**config.mk**
```make
export PLATFORM = sky130hd
export DESIGN_NAME = imem_loader
export DESIGN_NICKNAME = d
export VERILOG_FILES = /design/src/rtl/imem_loader.sv
export SDC_FILE = /design/constraint.sdc
export NUM_CORES = 1
export LEC_CHECK = 0
export CAP_MARGIN = 15
export CORE_MARGIN = 3
export CORE_UTILIZATION = 50
export CTS_CLUSTER_SIZE = 25
export DETAILED_ROUTE_END_ITERATION = 7
export GPL_TIMING_DRIVEN = 0
export PLACE_DENSITY = 0.88
export SLEW_MARGIN = 10
export SYNTH_ARGS = -nofsm -noshare
export SYNTH_HDL_FRONTEND = slang
export SYNTH_SLANG_ARGS = --single-unit
```
**constraint.sdc**
```tcl
create_clock -name clk -period 2.3 [get_ports clk]
set_input_delay 0.46 -clock clk [delete_from_list [all_inputs] [get_ports clk]]
set_output_delay 0.46 -clock clk [all_outputs]
set_load 0.02 [all_outputs]
```
**src/rtl/imem_loader.sv**
```systemverilog
// imem_loader
// Owns the write side of the CPU instruction memory. A start pulse zero-fills
// the whole memory. The loader then accepts a byte stream over a valid/ready
// handshake and writes it sequentially from address 0, big-endian. A clean,
// word-aligned end of program raises cpu_enable to release the pipeline.
//
// Ports:
//   clk, rst        clock, asynchronous active-high reset
//   start           single-cycle load request (honoured in IDLE/RUN/ERROR)
//   s_valid/s_data/s_last/s_ready   program byte stream handshake
//   mem_we/mem_addr/mem_wdata       instruction memory byte write port
//   cpu_enable      CPU run enable
//   done            program loaded successfully
//   error           load failed (misaligned length or overflow)
//   byte_count      bytes accepted in the current/last load
module imem_loader #(
  parameter int MEM_BYTES = 2048,
  parameter int ADDR_W    = 11
) (
  input  logic              clk,
  input  logic              rst,
  input  logic              start,
  input  logic              s_valid,
  input  logic [7:0]        s_data,
  input  logic              s_last,
  output logic              s_ready,
  output logic              mem_we,
  output logic [ADDR_W-1:0] mem_addr,
  output logic [7:0]        mem_wdata,
  output logic              cpu_enable,
  output logic              done,
  output logic              error,
  output logic [ADDR_W:0]   byte_count
);

  typedef enum logic [2:0] {
    ST_IDLE  = 3'd0,
    ST_CLEAR = 3'd1,
    ST_LOAD  = 3'd2,
    ST_RUN   = 3'd3,
    ST_ERROR = 3'd4
  } state_t;

  localparam logic [ADDR_W-1:0] LAST_ADDR  = ADDR_W'(MEM_BYTES - 1);
  localparam logic [ADDR_W:0]   FULL_COUNT = (ADDR_W+1)'(MEM_BYTES);

  state_t              state_r, state_s;
  logic                mem_we_r, mem_we_s;
  logic [ADDR_W-1:0]   mem_addr_r, mem_addr_s;
  logic [7:0]          mem_wdata_r, mem_wdata_s;
  logic                cpu_enable_r, cpu_enable_s;
  logic                done_r, done_s;
  logic                error_r, error_s;
  logic [ADDR_W:0]     byte_count_r, byte_count_s;
  logic                handshake_s;
  logic [ADDR_W:0]     count_inc_s;

  // s_ready is the only combinational output: it is a pure state decode.
  assign s_ready     = (state_r == ST_LOAD);
  assign handshake_s = s_valid && (state_r == ST_LOAD);
  assign count_inc_s = byte_count_r + (ADDR_W+1)'(1);

  assign mem_we     = mem_we_r;
  assign mem_addr   = mem_addr_r;
  assign mem_wdata  = mem_wdata_r;
  assign cpu_enable = cpu_enable_r;
  assign done       = done_r;
  assign error      = error_r;
  assign byte_count = byte_count_r;

  // State register.
  always_ff @(posedge clk or posedge rst) begin
    if (rst) begin
      state_r <= ST_IDLE;
    end else begin
      state_r <= state_s;
    end
  end

  // Next-state and next-output decode; outputs are registered one cycle later.
  always_comb begin
    state_s      = state_r;
    mem_we_s     = 1'b0;
    mem_addr_s   = mem_addr_r;
    mem_wdata_s  = mem_wdata_r;
    cpu_enable_s = cpu_enable_r;
    done_s       = done_r;
    error_s      = error_r;
    byte_count_s = byte_count_r;

    case (state_r)
      ST_IDLE, ST_RUN, ST_ERROR: begin
        if (start) begin
          // The first clear write (address 0) is presented in the cycle
          // right after start is sampled; run/status flags drop together.
          state_s      = ST_CLEAR;
          mem_we_s     = 1'b1;
          mem_addr_s   = {ADDR_W{1'b0}};
          mem_wdata_s  = 8'h00;
          byte_count_s = {(ADDR_W+1){1'b0}};
          cpu_enable_s = 1'b0;
          done_s       = 1'b0;
          error_s      = 1'b0;
        end else begin
          state_s = state_r;
        end
      end

      ST_CLEAR: begin
        // mem_addr_r doubles as the sweep counter.
        if (mem_addr_r == LAST_ADDR) begin
          state_s  = ST_LOAD;
          mem_we_s = 1'b0;
        end else begin
          mem_we_s    = 1'b1;
          mem_addr_s  = mem_addr_r + ADDR_W'(1);
          mem_wdata_s = 8'h00;
        end
      end

      ST_LOAD: begin
        if (handshake_s) begin
          mem_we_s     = 1'b1;
          mem_addr_s   = byte_count_r[ADDR_W-1:0];
          mem_wdata_s  = s_data;
          byte_count_s = count_inc_s;
          if (s_last) begin
            if (count_inc_s[1:0] == 2'b00) begin
              state_s      = ST_RUN;
              cpu_enable_s = 1'b1;
              done_s       = 1'b1;
            end else begin
              state_s = ST_ERROR;
              error_s = 1'b1;
            end
          end else if (count_inc_s == FULL_COUNT) begin
            // Memory is full but the program has not ended.
            state_s = ST_ERROR;
            error_s = 1'b1;
          end else begin
            state_s = ST_LOAD;
          end
        end else begin
          state_s = ST_LOAD;
        end
      end

      default: begin
        state_s      = ST_IDLE;
        mem_addr_s   = {ADDR_W{1'b0}};
        mem_wdata_s  = 8'h00;
        cpu_enable_s = 1'b0;
        done_s       = 1'b0;
        error_s      = 1'b0;
        byte_count_s = {(ADDR_W+1){1'b0}};
      end
    endcase
  end

  // Output registers; reset clears everything immediately so no write escapes.
  always_ff @(posedge clk or posedge rst) begin
    if (rst) begin
      mem_we_r     <= 1'b0;
      mem_addr_r   <= {ADDR_W{1'b0}};
      mem_wdata_r  <= 8'h00;
      cpu_enable_r <= 1'b0;
      done_r       <= 1'b0;
      error_r      <= 1'b0;
      byte_count_r <= {(ADDR_W+1){1'b0}};
    end else begin
      mem_we_r     <= mem_we_s;
      mem_addr_r   <= mem_addr_s;
      mem_wdata_r  <= mem_wdata_s;
      cpu_enable_r <= cpu_enable_s;
      done_r       <= done_s;
      error_r      <= error_s;
      byte_count_r <= byte_count_s;
    end
  end

endmodule

```
==> results.yml, run 1 <==
setup_path:
  path_depth: 4
  rr_startpoint: "mem_addr[0]"
  r2r_slack_ns: 0.27
  crit_slowest_cell: "dfrtp_1"
  path_delay_family: "buffers and inverters"
  crit_type: "reg -> out"
  critical_path.startpoint: "state_r[0]"
  start_kind: "flop"
  critical_path_arrival_ns: 1.77
  slowest_delay_ns: 0.43
  cp_max_fo: 10
  cp_data_required_time_ns: 1.84
  worstPathCellList: "buf_4 -> nor3b_4 -> buf_4 -> dlygate4sd2_1"
  r2r_cells: 7
  cpMostUsedCell: "buf_4"
  end_kind: "output port"
  r2r_end: "mem_addr[4]"
  crit_path_end: "s_ready"
  cp_num_buf_inv: 3
clock_network:
  path_clk_slew_ns: 0.07
  clockRootBuffer: "clkbuf_8"
  cts_buffer_depth: 2
  cts_tree: "built"
  hold_buffers: 0
  cts_max_level: 2
  cts.sinks: 37
  cts-buffers-inserted: 5
  worstSkewPairLatency_ns: 0.30
timing:
  fmax_mhz: 448.0
  timing.final.crit_share_pct: 97.04
  setup_viol: 0
  tightest_slew_ns: 0.7778
  rsz0062_at_grt: "no"
  slew_headroom_pct: 48.07
  min_period_ns: 2.232
  fin_worst_skew_ns: 0.008927
  slew_viol_final: 0
  setup_tns_ns: 0
  finalHoldViolCount: 0
floorplanning:
  dieArea_um2: 5117
  rows: 23
  io_pins: 49
  coreArea_um2: 4058
  die_w_um: 71.53
  die_h_um: 71.53
  start_util_pct: 52.91
synthesis:
  ys_async_sr_fraction_pct: 100.0
  synth_simple_gate_area_share_pct: 21.62
  synthTopCellsByArea: "dfrtp_1 43%, o21ai_0 7.0%, nand2_1 4.2%"
  yosysUniqueCellTypes: 50
  synth_warnings: 0
  synth_flop_cell: "dfrtp_1"
  synthesis.area_um2: 2147
  synth_area_per_cell_um2: 9.098
  synth_compound_area_share_pct: 24.65
  yosysMostFrequentCell: "dfrtp_1"
  synth-seq-area-share_pct: 43.12
  yosysTopAreaCell: "dfrtp_1"
  synth_edf_count: 0
  synth_fa_ha_area_share_pct: 1.166
  synth_top_cells_by_count: "37 x dfrtp_1, 30 x o21ai_0, 24 x nand2_1"
  synthCells: 236
  synth_seq_cells: 37
  synth_top_family_by_area: "compound AO/OA/AOI/OAI gates"
  synthXorXnorAreaFrac_pct: 2.040
  muxShareOfSynthArea_pct: 0.9324
  syn-num-nets: 251
  synth_top_area_share_pct: 43.12
route:
  routedWlPerCell_um: 16.33
  dr.pass1.iters: 5
  totalWireLength_mm: 5.616
  via_count: 2134
  drt_iter0_markers: 233
  ant_nets: 0
  via_per_inst: 6.203
  drc_errors: 0
power:
  p_leak_nw: 1.200
  ir_worst_vdd_uv: 368.7
  power_density_nw_per_um2: 751.2
placed_design:
  portBuffers: 48
  routabilityCongestion: 0.9175
  place_hpwl_mm: 3.864
cells_and_area:
  fill_cells: 312
  post-route-util_pct: 69.84
  drive_gt1_share_pct: 13.27
  nets: 308
  syn2layout_area_growth_pct: 31.99
  antenna_cells: 0
job:
  drv_cap: 0
grt:
  gr-usage-all-layers_pct: 22.57
  grt_pass1_wl_mm: 9.225
  grt-ovfl-total: 0
  antenna_found_initial: 0
  grt_start_max_net_pins: 38
  grt_pass1_vias: 1996
run_status:
  status: "completed"
min_path:
  hold_start: "mem_wdata[2]"
  min_path_type: "reg -> reg"
## placed cells by master (no fill, tap or decap), types with 2 or more instances in the layout
master / n
clkdlybuf4s50_1: 47
dfrtp_1: 37
o21ai_0: 30
nand2_1: 24
nor2_1: 18
a21oi_1: 14
a22o_1: 9
buf_2: 7
o21ai_1: 7
clkbuf_8: 7
inv_1: 6
nand3_1: 6
buf_4: 6
nor3_1: 5
and4_1: 4
nand4_1: 4
a31oi_1: 4
buf_6: 3
nor4b_1: 3
a22oi_1: 3
xnor2_1: 3
mux2i_1: 2
a31o_2: 2
nor4_1: 2
and2_1: 2
nor3_2: 2
a2bb2oi_1: 2
o22ai_1: 2
xor2_1: 2
and3_2: 2
o21a_1: 2
and3_1: 2
a32oi_1: 2
ha_1: 2
## logic make-up (layout without fill, tap and decap cells)
logic type / count (synthesis) / after routing
muxes: 2 / 2
and+or+nand+nor: 83 / 83
buffers and inverters: 23 / 81
AOI/OAI and AO/OA: 84 / 84
xor gates and xnor gates: 5 / 5
DFF: 37 / 37
adders and majority gates: 2 / 2
## what timing repair did
item                                    4_1_cts  5_1_grt
buffers inserted                              0        2
endpoints found under the setup margin        1        1
gates resized for setup                       4        1
pin swaps                                     0        1
## power by group
group	total [W]	switching, W	internal, W
sequential	0.000889	0.000138	0.000751
clock	0.000604	0.000252	0.000353
combinational	0.000636	0.000339	0.000297
total	0.00213	0.000729	0.00140
## through the flow
step | hold WS (ns) | total power [W] | std cells | instance area (um2) | worst slack (ns)
after floorplan | 0.5607 | 0.001226 | 236 | 2147 | 0.5075
after CTS | 0.5153 | 0.002133 | 342 | 2819 | 0.03901
after global routing | 0.5290 | 0.002234 | 344 | 2834 | 0.01093
after global placement | 0.4904 | 0.001495 | 334 | 2690 | -0.1699
final | 0.5094 | 0.002129 | 344 | 2834 | 0.06806
after detailed placement | 0.4905 | 0.001532 | 334 | 2690 | -0.1537
## metal layers
| layer | vias up | global-route usage [%] | part of all wire [%] |
|---|---|---|---|
| li1 | 984 | - | - |
| met5 | - | 0 | 0 |
| met4 | 0 | 7.307 | 1.8 |
| met3 | 12 | 5.470 | 8.4 |
| met1 | 1027 | 30.27 | 43 |
| met2 | 111 | 36.02 | 47 |
## worst min-delay path by stage
| stage | endpoint | slack (ns) | cells past startpoint |
|---|---|---|---|
| global route | mem_wdata[3] | 0.53 | 1 |
| detailed placement | mem_wdata[3] | 0.49 | 1 |
| CTS | mem_wdata[2] | 0.52 | 1 |
| global placement | mem_wdata[2] | 0.49 | 1 |
| floorplan | state_r[1] | 0.56 | 1 |
| finish | mem_wdata[2] | 0.51 | 1 |
## sequential cells by signal (all words and copies together) (netlist names)
signal and count:
done 1, mem_addr 11, state_r 3, error 1, byte_count 12, mem_wdata 8, mem_we 1
## final cells by class
class | instances | area (um2) | share of cell area (%)
clock buffers | 6 | 82.58 | 2.914
multi-input cells | 176 | 1089 | 38.41
inverters | 7 | 26.28 | 0.9272
repair buffers | 50 | 494.2 | 17.44
clock inverters | 2 | 37.54 | 1.325
plain buffers | 16 | 116.4 | 4.106
flip-flops and latches | 37 | 925.9 | 32.67
well taps | 50 | 62.56 | 2.208
No activity file was read; power rests on OpenSTA's default activity.
==> inputs of run 2 (changes only) <==
- GPL_TIMING_DRIVEN: 0 -> unset
==> run 2 against run 1 <==
Effect of this change: worst setup slack gained 0.054 ns; via count down 3.3%; clock skew down 0.0031 ns; sequential power about the same; largest cell class unchanged; sequential share of layout area grew 0.90 points; core utilization fell by 1.8 points; critical path type unchanged; total power down 1.5%; highest routed layer unchanged; clock power shrank 3%; final cell count decreased by 2.6%; count of clock-buffer cells in the layout down 1; flip-flop and latch count unchanged; design area shrank 2.6%.
==> results.yml, run 2 (synthesized netlist as in run 1, its figures left out) <==
run_status:
  status: "completed"
clock_network:
  path_clk_slew_ns: 0.08
  worstSkewPairLatency_ns: 0.30
  cts_max_level: 2
  cts_setup_buffers: 0
  cts.sinks: 37
  cts-buffers-inserted: 5
  cts_tree: "built"
  hold_buffers: 0
  clockRootBuffer: "clkbuf_8"
  cts_buffer_depth: 2
placed_design:
  place_area_um2: 2645
  routabilityCongestion: 0.8833
  portBuffers: 48
  place_hpwl_mm: 3.896
setup_path:
  start_kind: "flop"
  end_kind: "output port"
  cp_data_required_time_ns: 1.84
  cp_max_fo: 13
  critical_path_arrival_ns: 1.72
  crit_type: "reg -> out"
route:
  via_count: 2064
  routedWlPerCell_um: 16.47
  dr.pass1.iters: 5
  ant_nets: 0
  totalWireLength_mm: 5.517
  via_per_inst: 6.161
  drt_iter0_markers: 199
  drc_errors: 0
cells_and_area:
  final_cell_mix: "48 x clkdlybuf4s50_1, 36 x dfrtp_1, 30 x o21ai_0, 24 x nand2_1, 18 x nor2_1"
  largest_reg_flops: 12
  register_area_um2: 927.1
  antenna_cells: 0
  multi_input_area_um2: 1082
  fin_area_um2: 2761
  drive_gt1_share_pct: 10.88
  nets: 299
  final_common_cell: "clkdlybuf4s50_1"
  fill_cells: 323
  syn2layout_area_growth_pct: 28.61
grt:
  met1_usage_pct: 30.54
  met2_usage_pct: 34.69
  grt_pass1_wl_mm: 9.094
  gr-usage-all-layers_pct: 22.15
  grt_start_max_net_pins: 38
  busiest_layer: "met2"
  antenna_found_initial: 0
  grt_pass1_vias: 1917
  grt-ovfl-total: 0
  use_met3_pct: 5.049
floorplanning:
  coreArea_um2: 4058
  io_pins: 49
  rows: 23
  dieArea_um2: 5117
  start_util_pct: 52.91
  die_h_um: 71.53
  die_w_um: 71.53
power:
  p_leak_nw: 1.143
  power_density_nw_per_um2: 759.6
  ir_worst_vdd_uv: 524.6
timing:
  finalHoldViolCount: 0
  fin_worst_skew_ns: 0.005845
  min_period_ns: 2.178
  slew_headroom_pct: 63.48
  setup_tns_ns: 0
  tightest_slew_ns: 0.5479
  setup_viol: 0
  timing.final.crit_share_pct: 94.68
  slew_viol_final: 0
  fmax_mhz: 459.2
  rsz0062_at_grt: "no"
min_path:
  min_path_type: "reg -> reg"
job:
  drv_cap: 0
## run 2: final timing paths
kind | start | cells after the start | endpoint | slack [ns]
setup / recovery | state_r[0] | 2 | s_ready | 0.12
hold / removal | mem_wdata[3] | 1 | mem_wdata[3] | 0.52
setup reg to reg | mem_addr[0] | 6 | mem_addr[10] | 0.17
hold reg to reg | mem_wdata[3] | 1 | mem_wdata[3] | 0.52
max in group asynchronous | rst | 3 | state_r[0] | 1.38
min in group asynchronous | rst | 3 | byte_count[5] | 0.56
## run 2: worst max-delay path: stages, from the launching register on
cell             delay (ns)
dfrtp_2                0.51
nor3b_2                0.26
clkdlybuf4s50_1        0.64
## run 2: what timing repair did
item / CTS / global route
hold endpoints to repair: 0 / 0
gates resized for setup: 0 / 1
endpoints found under the setup margin: 0 / 1
## run 2: layout make-up
class	count	area share [%]
Multi-Input combinational cell	176	39.19
Sequential cell	37	33.57
Timing Repair Buffer	57	19.85
Clock buffer	5	2.492
Tap cell	50	2.266
Clock inverter	3	1.676
Inverter	7	0.9515
## run 2: power breakdown
| part | internal (W) | switching [W] |
|---|---|---|
| clock network | 0.000325 | 0.000261 |
| registers | 0.000751 | 0.000135 |
| logic | 0.000298 | 0.000329 |
| total | 0.00137 | 0.000725 |
## run 2: metal layers
| metal | share of wire [%] | routed length (um) | vias up |
|---|---|---|---|
| met5 | 0 | 0 | - |
| met3 | 6.6 | 364 | 3 |
| met2 | 47 | 2600 | 94 |
| met1 | 46 | 2525 | 1003 |
| met4 | 0.47 | 26 | 0 |
| li1 | - | - | 964 |
## run 2: stage by stage
step	hold slack, ns	power [W]	instances	worst slack, ns	util, %
6_report	0.5208	0.002098	335	0.1224	68.05
5_1_grt	0.5497	0.002188	335	0.02512	68.05
4_1_cts	0.5189	0.002098	335	0.03097	68.02
3_5_place_dp	0.4915	0.001525	327	0.09540	65.19
3_3_place_gp	0.4973	0.001495	327	0.1787	65.19
2_1_floorplan	0.5607	0.001226	236	0.5075	-
